<file path="config.mk">
export PLATFORM = sky130hd
export DESIGN_NAME = mux_pair_sampler
export DESIGN_NICKNAME = d
export VERILOG_FILES = /design/src/rtl/mux_pair_sampler_pkg.sv /design/src/rtl/mux_pair_sampler_capture.sv /design/src/rtl/mux_pair_sampler.sv
export SDC_FILE = /design/constraint.sdc
export NUM_CORES = 1
export LEC_CHECK = 0
export ABC_AREA = 1
export CORE_MARGIN = 2
export CORE_UTILIZATION = 30
export DETAILED_ROUTE_END_ITERATION = 7
export DONT_BUFFER_PORTS = 1
export PLACE_DENSITY = 0.52
export SYNTH_ARGS = -nofsm -noshare
export SYNTH_HDL_FRONTEND = slang
export SYNTH_SLANG_ARGS = --single-unit
</file>
<file path="constraint.sdc">
create_clock -name clk -period 0.9 [get_ports clk]
set_input_delay 0.18 -clock clk [delete_from_list [all_inputs] [get_ports clk]]
set_output_delay 0.18 -clock clk [all_outputs]
set_load 0.02 [all_outputs]
</file>
<file path="src/rtl/mux_pair_sampler_pkg.sv">
// Shared definitions for the mux pair sampler: FSM state encodings and counter width.
package mux_pair_sampler_pkg;

  typedef enum logic [1:0] {
    IDLE  = 2'd0,
    SEL_A = 2'd1,
    SEL_B = 2'd2,
    OUT   = 2'd3
  } state_t;

  localparam int unsigned CNT_W = 4;

endpackage

</file>
<file path="src/rtl/mux_pair_sampler_capture.sv">
// pair_capture_reg: two WIDTH-bit enable registers holding the lo (sel=0) and hi (sel=1) samples.
module pair_capture_reg #(
  parameter int unsigned WIDTH = 4
) (
  input  logic             clk,
  input  logic             reset,
  input  logic             lo_en,
  input  logic             hi_en,
  input  logic [WIDTH-1:0] din,
  output logic [WIDTH-1:0] lo,
  output logic [WIDTH-1:0] hi
);

  always_ff @(posedge clk or posedge reset) begin
    if (reset) begin
      lo <= '0;
      hi <= '0;
    end else begin
      if (lo_en) lo <= din;
      if (hi_en) hi <= din;
    end
  end

endmodule

</file>
<file path="src/rtl/mux_pair_sampler.sv">
// Drives the external 2:1 mux select, captures one sample per input and hands the
// pair downstream with valid/ready, PAIRS times per start, then pulses done.
module mux_pair_sampler #(
  parameter int unsigned WIDTH = 4,
  parameter int unsigned PAIRS = 3
) (
  input  logic               clk,
  input  logic               reset,
  input  logic               start,
  input  logic [WIDTH-1:0]   mux_out,
  output logic               sel,
  output logic [2*WIDTH-1:0] data_out,
  output logic               valid,
  input  logic               ready,
  output logic               busy,
  output logic               done
);

  import mux_pair_sampler_pkg::*;

  state_t           state, state_next;
  logic [CNT_W-1:0] pair_cnt;
  logic             lo_en, hi_en, accept, last;
  logic [WIDTH-1:0] lo, hi;

  assign accept = (state == OUT) && ready;
  assign last   = (pair_cnt == CNT_W'(PAIRS - 1));

  always_ff @(posedge clk or posedge reset) begin
    if (reset) state <= IDLE;
    else       state <= state_next;
  end

  always_comb begin
    state_next = state;
    case (state)
      IDLE:    if (start) state_next = SEL_A;
      SEL_A:   state_next = SEL_B;
      SEL_B:   state_next = OUT;
      OUT:     if (accept) state_next = last ? IDLE : SEL_A;
      default: state_next = IDLE;
    endcase
  end

  always_comb begin
    sel   = (state == SEL_B);
    lo_en = (state == SEL_A);
    hi_en = (state == SEL_B);
  end

  // Status flags are registered from the next state so they line up with the state they describe.
  always_ff @(posedge clk or posedge reset) begin
    if (reset) begin
      valid    <= 1'b0;
      busy     <= 1'b0;
      done     <= 1'b0;
      pair_cnt <= '0;
    end else begin
      valid <= (state_next == OUT);
      busy  <= (state_next != IDLE);
      done  <= accept && last;
      if (accept) pair_cnt <= last ? '0 : pair_cnt + 1'b1;
    end
  end

  pair_capture_reg #(
    .WIDTH(WIDTH)
  ) u_capture (
    .clk   (clk),
    .reset (reset),
    .lo_en (lo_en),
    .hi_en (hi_en),
    .din   (mux_out),
    .lo    (lo),
    .hi    (hi)
  );

  assign data_out = {hi, lo};

endmodule

</file>
==> summary.md <==
| Metric | Value |
|---|---|
| Status | `finished, violations left` |
| Failing checks | `setup timing` |
| Chip Height | `53.8 um` |
| # nets final | `110` |
| Commonest non-fill, non-tap cell in the layout | `nand2_1` |
| Worst slack, placed | `-0.130 ns` |
| DPL Wire Length | `1070 um` |
| Leading area contributor after synthesis | `dfrtp_1` |
| Initial DRC Count | `2` |
| Post-route cell area | `970 um^2` |
| Reg clk slew, reported paths | `0.11 ns` |
| Cell Int Power | `2.06 mW` |
| Fin. Hold Viols | `0` |
| RePlAce Congestion | `0.749` |
| Clk network pwr share | `10.7%` |
| Slew @ Worst Pin | `0.277 ns` |
| Hold Path Class | `input pin to flop` |
| Clock tree buffer depth | `2` |
| Relative slew slack | `81.4%` |
| Post-DR wirelength/cell | `12.5 um` |
| Vias in the first global route | `578` |
| Crit path time final | `1.13 ns` |
| Setup TNS | `-2.47 ns` |
| Largest family of logic cells by synthesized area | `simple AND/OR/NAND/NOR gates` |
| Synth Register Bits | `17` |
| Largest cells by area after synthesis | `dfrtp_1 (57%), nand2_1 (12%), inv_1 (8.1%)` |
| Unrepaired setup endpoints after global routing | `true` |
| Synth Area in Compound Gates | `7.39%` |
| Crit-path cells | `inv_2, nand2_4, inv_6` |
| Fin crit share | `125%` |
| Inst Count DP | `121` |
| Combinational share of power | `42.7%` |
| H-tree depth | `1` |
| Initial antenna violation count | `0` |
| Pin count of the biggest net entering global routing | `18` |
| Post-route insts no fill | `131` |
| Syn Area/Cell | `8.76 um^2` |
| Final wirelength | `1630 um` |
| Endpoints failing setup | `29` |
| Die area | `0.00290 mm^2` |
| Synth unique cells | `14` |
| Drt drc | `0` |
| Root Buffer Master | `clkbuf_4` |
| Global route overflow | `0` |
| GRT Overall Usage | `12.7%` |
| Flop pwr share | `46.5%` |
| CP Capture Type | `primary output` |
| Crit path setup slack, layout | `-0.229 ns` |
| Fillers | `235` |
| Die X | `53.8 um` |
| Area after DPL | `833 um^2` |
| Synth Area in XOR/XNOR | `0%` |
| Initial Util | `30.9%` |
| Adder-cell share of the synthesized area | `0%` |
| Synthesized cell area | `744 um^2` |
| Share of cells above drive strength 1 | `43.6%` |
| P&R area growth vs syn | `30.3%` |
| Total power | `3.81 mW` |
| Max IR drop VDD | `0.00145 V` |
| Clock skew | `0.0159 ns` |
| Global-route wire length before repair | `2530 um` |
| Mapped Cells | `85` |
| Commonest cells after routing, fill and taps aside | `nand2_1 (20), inv_1 (12), dfrtp_2 (12)` |
| Pwr Density | `3930 mW/mm^2` |
| Arr. time, crit path | `0.95 ns` |
| Critical Path RT | `0.72 ns` |
| Final ANT Viol Nets | `0` |
| Post-Synth Simple-Gate Area | `25.9%` |
| Max-slew violation count | `0` |
| Via density per instance | `4.47` |
| Drt pass-1 iters | `4` |
| Rows | `18` |
| Fmax | `886 MHz` |
| Net Count, Synth | `93` |
| Total number of vias | `586` |
| P_sw | `1.75 mW` |
| TritonCTS Buffers | `3` |
| CTS tree | `built` |
| Leakage power | `0.476 nW` |
| Crit Path Category | `flop to primary output` |
| Sequential share of the synthesized area | `57.1%` |
| PortBufs | `0` |
| Critical Path Source Type | `flop` |
| Area of the core | `0.00241 mm^2` |
| Crit-path slowest cell | `dfrtp_1` |
| CTS Sinks | `17` |
| Number of diodes | `0` |
| Mux contribution to synthesized area | `0%` |
| Top cell type's share of synthesized area | `57.1%` |
| Synth warn | `0` |
| Slowest Stage Delay on Critical Path | `0.41 ns` |
| Switching part of the total | `46.0%` |
| Largest fanout on the critical path | `2` |
| Number of max-cap violations | `0` |
| IO Pins | `20` |
| Clock insertion delay at the later pin of the skew report | `0.29 ns` |
[registers in the layout, summed over array words and instances, names as in the netlist]
signal / count
valid: 1
busy: 1
done: 1
u_capture.hi: 4
u_capture.lo: 4
state: 2
pair_cnt: 4
[cell usage after synthesis (all sizes together)]
library cell / instances
nand3: 6
dfrtp: 17
buf: 1
nand4: 2
o21ai: 10
nor2: 4
inv: 17
nand2: 27
a21oi: 1
[layer usage]
metal / vias up / track usage (%) / part of all wire [%]
met1: 277 / 11.0 / 40
met3: 0 / 4.72 / 6.9
met4: 0 / 3.85 / 0
met2: 16 / 25.8 / 53
met5: - / 0 / 0
li1: 293 / - / -
[critical path, delay by kind of cell (launching register included)]
family / cells / cell delay, ns
flip-flops: 1 / 0.41
AND/OR/NAND/NOR: 1 / 0.07
buffers and inverters: 2 / 0.17
[final cells by class]
| type | instances | area, um^2 | share of cell area (%) |
|---|---|---|---|
| Sequential cell | 17 | 440 | 45.4 |
| Multi-Input combinational cell | 50 | 290 | 29.9 |
| Timing Repair Buffer | 13 | 104 | 10.7 |
| Inverter | 17 | 71.3 | 7.35 |
| Tap cell | 30 | 37.5 | 3.87 |
| Clock buffer | 4 | 26.3 | 2.71 |
[worst paths after layout]
| path | startpoint | to | slack, ns | depth (start not counted) |
|---|---|---|---|---|
| setup / recovery | state[0] | sel | -0.23 | 3 |
| setup reg to reg | state[1] | busy | -0.19 | 5 |
| max in group asynchronous | reset | u_capture.hi[0] | 0.34 | 3 |
| min in group asynchronous | reset | valid | 0.34 | 3 |
| hold reg to reg | u_capture.lo[3] | u_capture.lo[3] | 0.58 | 2 |
| hold / removal | mux_out[2] | u_capture.hi[2] | 0.02 | 2 |
[repair_timing]
action / in CTS / in global routing
pin swaps: 2 / 2
hold buffers: 1 / 0
setup buffers: 6 / 0
resized for setup: 25 / 9
endpoints found under the hold margin: 17 / 0
endpoints found under the setup margin: 28 / 29
[cell families after synthesis]
logic type / after synthesis
compound gates: 11
flops: 17
simple gates: 39
buf+inv: 18
[through the flow]
stage | hold slack [ns] | utilization [%]
final | 0.0242 | 40.2
after global routing | 0.0241 | 40.2
after CTS | 0.0267 | 39.6
after detailed placement | 0.0989 | 34.6
after global placement | 0.0984 | 34.6
after floorplan | 0.106 | -
[power groups by stage]
stage | Combinational [mW] | Clock (mW) | Sequential (mW)
2_1_floorplan | 0.880 | 0 | 1.65
6_report | 1.63 | 0.409 | 1.77
4_1_cts | 1.53 | 0.418 | 1.76
3_5_place_dp | 1.21 | 0 | 1.72
5_1_grt | 1.80 | 0.470 | 1.84
3_3_place_gp | 1.19 | 0 | 1.72
Power figures use the tool's default switching activity.
